--- src/rtl/mem_responder_if.sv ---
// Request/response bus between a requester and the register responder.
// Latency: none, wires only.
// Backpressure: valid/ready on both the request and the response channel.
interface mem_responder_if #(
  parameter int DATA_W = 32,
  parameter int ADDR_W = 4
);
  logic              req_valid;
  logic              req_ready;
  logic              req_write;
  logic [ADDR_W-1:0] req_addr;
  logic [DATA_W-1:0] req_wdata;
  logic              rsp_valid;
  logic              rsp_ready;
  logic [DATA_W-1:0] rsp_rdata;
  logic              rsp_error;

  // Requester side drives requests and accepts responses.
  modport master (
    output req_valid, req_write, req_addr, req_wdata, rsp_ready,
    input  req_ready, rsp_valid, rsp_rdata, rsp_error
  );

  // Responder side accepts requests and drives responses.
  modport slave (
    input  req_valid, req_write, req_addr, req_wdata, rsp_ready,
    output req_ready, rsp_valid, rsp_rdata, rsp_error
  );
endinterface

--- src/rtl/mem_responder.sv ---
// Memory-mapped register responder: one request at a time, read/write on a register array.
// Latency: rsp_valid rises WAIT_CYCLES+2 edges after the request handshake.
// Backpressure: response held stable until rsp_ready; no new request accepted meanwhile.
// Optional MEM_RESPONDER_ADDR_ERR_EN: flag out-of-range addresses on rsp_error.
module mem_responder #(
  parameter int DATA_W      = 32,
  parameter int ADDR_W      = 4,
  parameter int DEPTH       = 12,
  parameter int WAIT_CYCLES = 2
) (
  input  logic            clk,
  input  logic            rst,
  mem_responder_if.slave  bus
);

  localparam int IDX_W = (DEPTH > 1) ? $clog2(DEPTH) : 1;
  localparam logic [ADDR_W:0] DEPTH_V = (ADDR_W+1)'(DEPTH);
  localparam logic [7:0]      WAIT_V  = 8'(WAIT_CYCLES);

  typedef enum logic [1:0] {
    S_IDLE,
    S_WAIT,
    S_RESP
  } state_t;

  typedef struct packed {
    logic              write;
    logic [ADDR_W-1:0] addr;
    logic [DATA_W-1:0] wdata;
  } req_t;

  state_t            state_q, state_d;
  logic [7:0]        cnt_q, cnt_d;
  req_t              req_q, req_d;
  logic              ready_q, ready_d;
  logic              valid_q, valid_d;
  logic [DATA_W-1:0] rdata_q, rdata_d;
  logic              error_q, error_d;

  logic [DATA_W-1:0] mem [DEPTH];
  logic              mem_we;
  logic              in_range;
  logic [IDX_W-1:0]  idx;
  logic [DATA_W-1:0] rd_word;
  logic              err_hit;

  assign bus.req_ready = ready_q;
  assign bus.rsp_valid = valid_q;
  assign bus.rsp_rdata = rdata_q;
  assign bus.rsp_error = error_q;

  // Decode the latched address: range check and array read for the access stage.
  always_comb begin
    in_range = ({1'b0, req_q.addr} < DEPTH_V);
    idx      = req_q.addr[IDX_W-1:0];
    rd_word  = '0;
    if (in_range) begin
      rd_word = mem[idx];
    end
`ifdef MEM_RESPONDER_ADDR_ERR_EN
    err_hit = !in_range;
`else
    err_hit = 1'b0;
`endif
  end

  // Next-state and output logic; rsp_valid rises one edge after the access executes.
  always_comb begin
    state_d = state_q;
    cnt_d   = cnt_q;
    req_d   = req_q;
    ready_d = ready_q;
    valid_d = valid_q;
    rdata_d = rdata_q;
    error_d = error_q;
    mem_we  = 1'b0;
    case (state_q)
      S_IDLE: begin
        if (ready_q && bus.req_valid) begin
          req_d.write = bus.req_write;
          req_d.addr  = bus.req_addr;
          req_d.wdata = bus.req_wdata;
          cnt_d       = WAIT_V;
          ready_d     = 1'b0;
          state_d     = S_WAIT;
        end else begin
          ready_d = 1'b1;
        end
      end
      S_WAIT: begin
        if (cnt_q == 8'd0) begin
          mem_we  = req_q.write && in_range;
          rdata_d = req_q.write ? '0 : rd_word;
          error_d = err_hit;
          state_d = S_RESP;
        end else begin
          cnt_d = cnt_q - 8'd1;
        end
      end
      S_RESP: begin
        if (!valid_q) begin
          valid_d = 1'b1;
        end else if (bus.rsp_ready) begin
          valid_d = 1'b0;
          rdata_d = '0;
          error_d = 1'b0;
          ready_d = 1'b1;
          state_d = S_IDLE;
        end
      end
      default: begin
        state_d = S_IDLE;
      end
    endcase
  end

  // Control and response registers.
  always_ff @(posedge clk or posedge rst) begin
    if (rst) begin
      state_q <= S_IDLE;
      cnt_q   <= '0;
      req_q   <= '0;
      ready_q <= 1'b0;
      valid_q <= 1'b0;
      rdata_q <= '0;
      error_q <= 1'b0;
    end else begin
      state_q <= state_d;
      cnt_q   <= cnt_d;
      req_q   <= req_d;
      ready_q <= ready_d;
      valid_q <= valid_d;
      rdata_q <= rdata_d;
      error_q <= error_d;
    end
  end

  // Register array; written only on the access edge of an in-range write.
  always_ff @(posedge clk or posedge rst) begin
    if (rst) begin
      for (int i = 0; i < DEPTH; i++) begin
        mem[i] <= '0;
      end
    end else if (mem_we) begin
      mem[idx] <= req_q.wdata;
    end
  end

endmodule

--- src/flat_wrapper.sv ---
// flat-port wrapper written by rule: the top's interface ports become plain ports
module mem_responder_flat 
#(
  parameter int DATA_W      = 32,
  parameter int ADDR_W      = 4,
  parameter int DEPTH       = 12,
  parameter int WAIT_CYCLES = 2
)
  (clk, rst, bus_req_valid, bus_req_write, bus_req_addr, bus_req_wdata, bus_rsp_ready, bus_req_ready, bus_rsp_valid, bus_rsp_rdata, bus_rsp_error);
  mem_responder_if #(.DATA_W(DATA_W), .ADDR_W(ADDR_W)) bus_i ();
  input  logic clk;
  input  logic rst;
  input wire logic [$bits(bus_i.req_valid)-1:0] bus_req_valid;
  input wire logic [$bits(bus_i.req_write)-1:0] bus_req_write;
  input wire logic [$bits(bus_i.req_addr)-1:0] bus_req_addr;
  input wire logic [$bits(bus_i.req_wdata)-1:0] bus_req_wdata;
  input wire logic [$bits(bus_i.rsp_ready)-1:0] bus_rsp_ready;
  output wire logic [$bits(bus_i.req_ready)-1:0] bus_req_ready;
  output wire logic [$bits(bus_i.rsp_valid)-1:0] bus_rsp_valid;
  output wire logic [$bits(bus_i.rsp_rdata)-1:0] bus_rsp_rdata;
  output wire logic [$bits(bus_i.rsp_error)-1:0] bus_rsp_error;
  assign bus_i.req_valid = bus_req_valid;
  assign bus_i.req_write = bus_req_write;
  assign bus_i.req_addr = bus_req_addr;
  assign bus_i.req_wdata = bus_req_wdata;
  assign bus_i.rsp_ready = bus_rsp_ready;
  assign bus_req_ready = bus_i.req_ready;
  assign bus_rsp_valid = bus_i.rsp_valid;
  assign bus_rsp_rdata = bus_i.rsp_rdata;
  assign bus_rsp_error = bus_i.rsp_error;
  mem_responder #(.DATA_W(DATA_W), .ADDR_W(ADDR_W), .DEPTH(DEPTH), .WAIT_CYCLES(WAIT_CYCLES)) u_core (.clk(clk), .rst(rst), .bus(bus_i));
endmodule
--- config.mk ---
export PLATFORM = sky130hd
export DESIGN_NAME = mem_responder_flat
export DESIGN_NICKNAME = d
export VERILOG_FILES = /design/src/rtl/mem_responder_if.sv /design/src/rtl/mem_responder.sv /design/src/flat_wrapper.sv
export SDC_FILE = /design/constraint.sdc
export NUM_CORES = 1
export LEC_CHECK = 0
export ABC_AREA = 1
export BUFFER_PORTS_ARGS = -buffer_cell sky130_fd_sc_hd__buf_2
export CAP_MARGIN = 5
export CORE_MARGIN = 2
export CORE_UTILIZATION = 50
export DETAILED_ROUTE_END_ITERATION = 10
export PLACE_DENSITY = 0.66
export SKIP_LAST_GASP = 1
export SYNTH_ARGS = -nofsm -noshare
export SYNTH_HDL_FRONTEND = slang
export SYNTH_SLANG_ARGS = --single-unit
--- constraint.sdc ---
create_clock -name clk -period 28 [get_ports clk]
set_input_delay 2.8 -clock clk [delete_from_list [all_inputs] [get_ports clk]]
set_output_delay 2.8 -clock clk [all_outputs]
set_load 0.1 [all_outputs]
# Yosys cells after proc, flatten, opt, wreduce, memory -nomap -nowiden
# Cells that the tools add are included.
# word_totals
regBits	466
output_inout_bits	35
elab_cells	78
# op_classes
add_sub_neg	1
magnitude_cmp	3
n_eq_ne	7
n_mux	32
n_bitwise	1
reduce_logical	13
# op_table
op	n
$bwmux 384	1
$mux 32	8
$bmux 32 s4	1
$demux 32 s4	1
$pmux 32 s2	1
$mux 8	2
$pmux 8 s2	1
$mux 1	10
$logic_not 8->1	1
$mux 2	4
$reduce_and 4->1	2
$sub 8x1->8 const B	1
$ne 2x1->1 const B	3
$pmux 2 s3	1
$reduce_and 3->1	2
$reduce_bool 2->1	3
$ge 5x5->1 const B	1
$lt 5x1->1 const B	1
$not 4->5	1
$lt 4x4->1 const B	1
$ne 2x2->1 const B	2
$pmux 1 s2	2
$logic_and 1x1->1	3
$eq 2x1->1 const B	1
3 further kinds	3

# Logic depth before layout (Yosys ltp)
# logic_depth
ltp_word	8
depth_mapped	12
depth_no_buf	9

# Worst setup path after synthesis
# Ideal clock, no wire load.
# synth_path
kind	register to output
startpoint	register u_core.valid_q, in the netlist u_core.bus.rsp_valid
endpoint	output bus_rsp_valid
t_arrival_ps	922
t_required_ps	25200
setup_slack_ps	24278
path_stages_with_launch	1
cell_sequence	dfrtp_1
# synth_lines
element	line	rtl
start: declaration	mem_responder.sv:36	logic valid_q, valid_d;
start signal: assignment	mem_responder.sv:132	valid_q <= valid_d;
end: declaration	flat_wrapper.sv:19	output wire logic [$bits(bus_i.rsp_valid)-1:0] bus_rsp_valid;
# No word-level cell between the ends.

==> impl_metrics.py <==
metrics = {
    "timing": {
        "finalCriticalPeriod_ps": 4960,
        "setup_viol": 0,
        "slew_headroom": 0.233,
        "period_share": 0.177,
        "worst_pin_slew_ps": 1150,
        "final.setup.tns_ps": 0,
        "max_freq_mhz": 201,
        "final-hold-violation-count": 0,
        "skew_ps": 21.2,
        "timing.hold.ws_ps": 479,
        "rsz0062_at_grt": "no",
        "drv_slew": 0,
    },
    "global_route": {
        "grt_use_met1": 0.358,
        "grt.overflow.total": 0,
        "grt-busiest-layer": "met2",
        "grt_antenna_before_repair": 0,
        "first_global_vias": 17100,
        "grt_pass1_wl_um": 91900,
        "globalRouteMet2Util": 0.432,
        "gr-usage-all-layers": 0.259,
        "grt_util_met3": 0.0330,
        "grt_max_degree": 171,
    },
    "cts": {
        "cts_setup_buffers": 0,
        "htree_levels": 2,
        "cts_sinks": 465,
        "clk_pin_slew_worst_paths_ps": 60,
        "ctsHoldBuffers": 0,
        "cts_made_buffers": 50,
        "post_cts_resized": 0,
        "cts_root_buf": "clkbuf_16",
        "cts_buffer_depth": 3,
        "cts_tree": "built",
        "clk_latency_ps": 590,
    },
    "final_layout": {
        "finish.utilization": 0.548,
        "fillCellCount": 4126,
        "antennaDiodeCount": 0,
        "drive_above_1_share": 0.0981,
        "nNetsFinal": 2744,
        "layout_commonest_cell": "nand2_1",
        "area_growth_pct": 7.98,
        "final_cell_mix": "nand2_1 (1437), dfrtp_1 (463), o21ai_1 (266)",
    },
    "floorplan": {
        "start_util": 0.508,
        "fp.coreArea_um2": 43200,
        "fp.dieArea_um2": 45500,
        "io_pins": 76,
        "die_width_um": 213,
        "dieHeight_um": 213,
        "rows": 76,
    },
    "placement": {
        "gp_congestion": 0.742,
        "portBuffers": 74,
        "dp_hpwl_um": 28800,
    },
    "worst_setup_path": {
        "cp_max_fo": 170,
        "worstPathRequired_ps": 28690,
        "endpoint_kind": "asynchronous set/reset pin",
        "reg2reg_depth": 10,
        "crit_type": "in2async",
        "cp.arrival_ps": 5650,
        "timing.critical_path.from_type": "input port",
    },
    "run": {
        "max_cap_violations": 0,
    },
    "synthesis": {
        "syn_avg_cell_area_um2": 7.98,
        "syn_nets": 2790,
        "syn_area_um2": 21900,
        "synth_cell_types": 30,
        "synth_edf_count": 0,
        "synthCells": 2747,
        "yosysWarnings": 0,
        "async_flop_share": 1.00,
        "synth_seq_cells": 465,
        "ys_seq_area_frac": 0.531,
        "ys.flop_type": "dfrtp_1",
    },
    "detailed_routing": {
        "firstDrtPassIters": 6,
        "vias_per_cell": 5.28,
        "routed_wl_um": 56500,
        "wl_per_cell_um": 17.0,
        "drtAntennaViolNets": 0,
        "drc": 0,
        "drt_iter0_drc": 1599,
        "vias": 17600,
    },
    "pwr": {
        "p_leak_uw": 0.0124,
        "peakVddDrop_v": 0.000106,
        "powerDensity_nw_per_um2": 102,
    },
    "min_path": {
        "hold_path.class": "reg2reg",
        "min_path_cells": 2,
    },
    "run_status": {
        "status": "complete, no violations",
    },
}
per-layer routing:
metal	routed length, um	part of all wire
met2	26600	0.47
met4	1100	0.019
met3	2950	0.052
met5	0	0
met1	25800	0.46
where the power goes:
group	switching, uW	internal (uW)	total [uW]
combinational	556	197	753
clock	269	396	665
sequential	121	864	985
total	946	1460	2400
area by class of cell:
class                   instances  area (um2)  share of cell area
inverters                      54         216             0.00915
repair buffers                101         586              0.0247
clock inverters                19         180             0.00761
flip-flops and latches        465       11600               0.492
well taps                     585         732              0.0309
multi-input cells            2029        8820               0.373
clock buffers                  73        1490              0.0630
Yosys cell counts (2+ instances only):
cell type,count,area [um2]
o21ai_1,266,1330
nor2_1,56,210
a21oi_1,38,190
buf_2,35,175
inv_2,2,7.51
o21ai_2,58,508
nor2_4,3,33.8
buf_1,23,86.3
clkbuf_1,76,285
nand4_4,12,255
buf_4,2,15.0
buf_6,60,676
ha_1,2,25.0
nand3_1,76,380
xor2_1,3,26.3
o21ai_0,68,340
dfrtp_1,465,11600
inv_1,52,195
nand2_2,2,12.5
nand2_1,1437,5390
a21oi_2,2,17.5
final timing paths:
| path | endpoint | startpoint | slack (ps) |
|---|---|---|---|
| setup / recovery | u_core.mem[43] | rst | 23040 |
| hold / removal | u_core.mem[280] | u_core.mem[280] | 480 |
| setup reg to reg | u_core.bus.rsp_rdata[26] | u_core.idx[0] | 24540 |
| hold reg to reg | u_core.mem[280] | u_core.mem[280] | 480 |
| max in group clk | u_core.bus.rsp_rdata[26] | bus_rsp_ready | 23670 |
| min in group asynchronous | u_core.cnt_q[5] | rst | 2300 |
cells by family (layout without fill, tap and decap cells):
group,after synthesis,count (layout),synth area share
simple gates,1590,1590,0.289
buf+inv,253,247,0.0679
xor+xnor,3,3,0.00120
flops,465,465,0.531
compound gates,433,433,0.109
fa+ha+maj,2,2,0.00114
other cells,1,1,0.000171
flip-flops by register name, summed over array words and instances, names as in the netlist:
name,flops
u_core.req_q,33
u_core.bus.rsp_rdata,32
u_core.bus.req_ready,1
u_core.bus.rsp_valid,1
u_core.idx,4
u_core.state_q,2
u_core.mem,384
u_core.cnt_q,8
critical path, stage by stage:
cell	delay (ps)
buf_2	130
inv_8	460
buf_12	600
buf_4	860
buf_4	590
stage by stage:
stage | cells | setup slack (ps) | power, uW | area (um2)
floorplan | 2747 | 12230 | 1570 | 21900
global placement | 3234 | 22230 | 1720 | 22000
detailed placement | 3234 | 22140 | 1750 | 22000
CTS | 3326 | 22780 | 2420 | 23700
global route | 3326 | 22480 | 2570 | 23700
finish | 3326 | 23040 | 2400 | 23700
(Power assumes the default switching activity.)
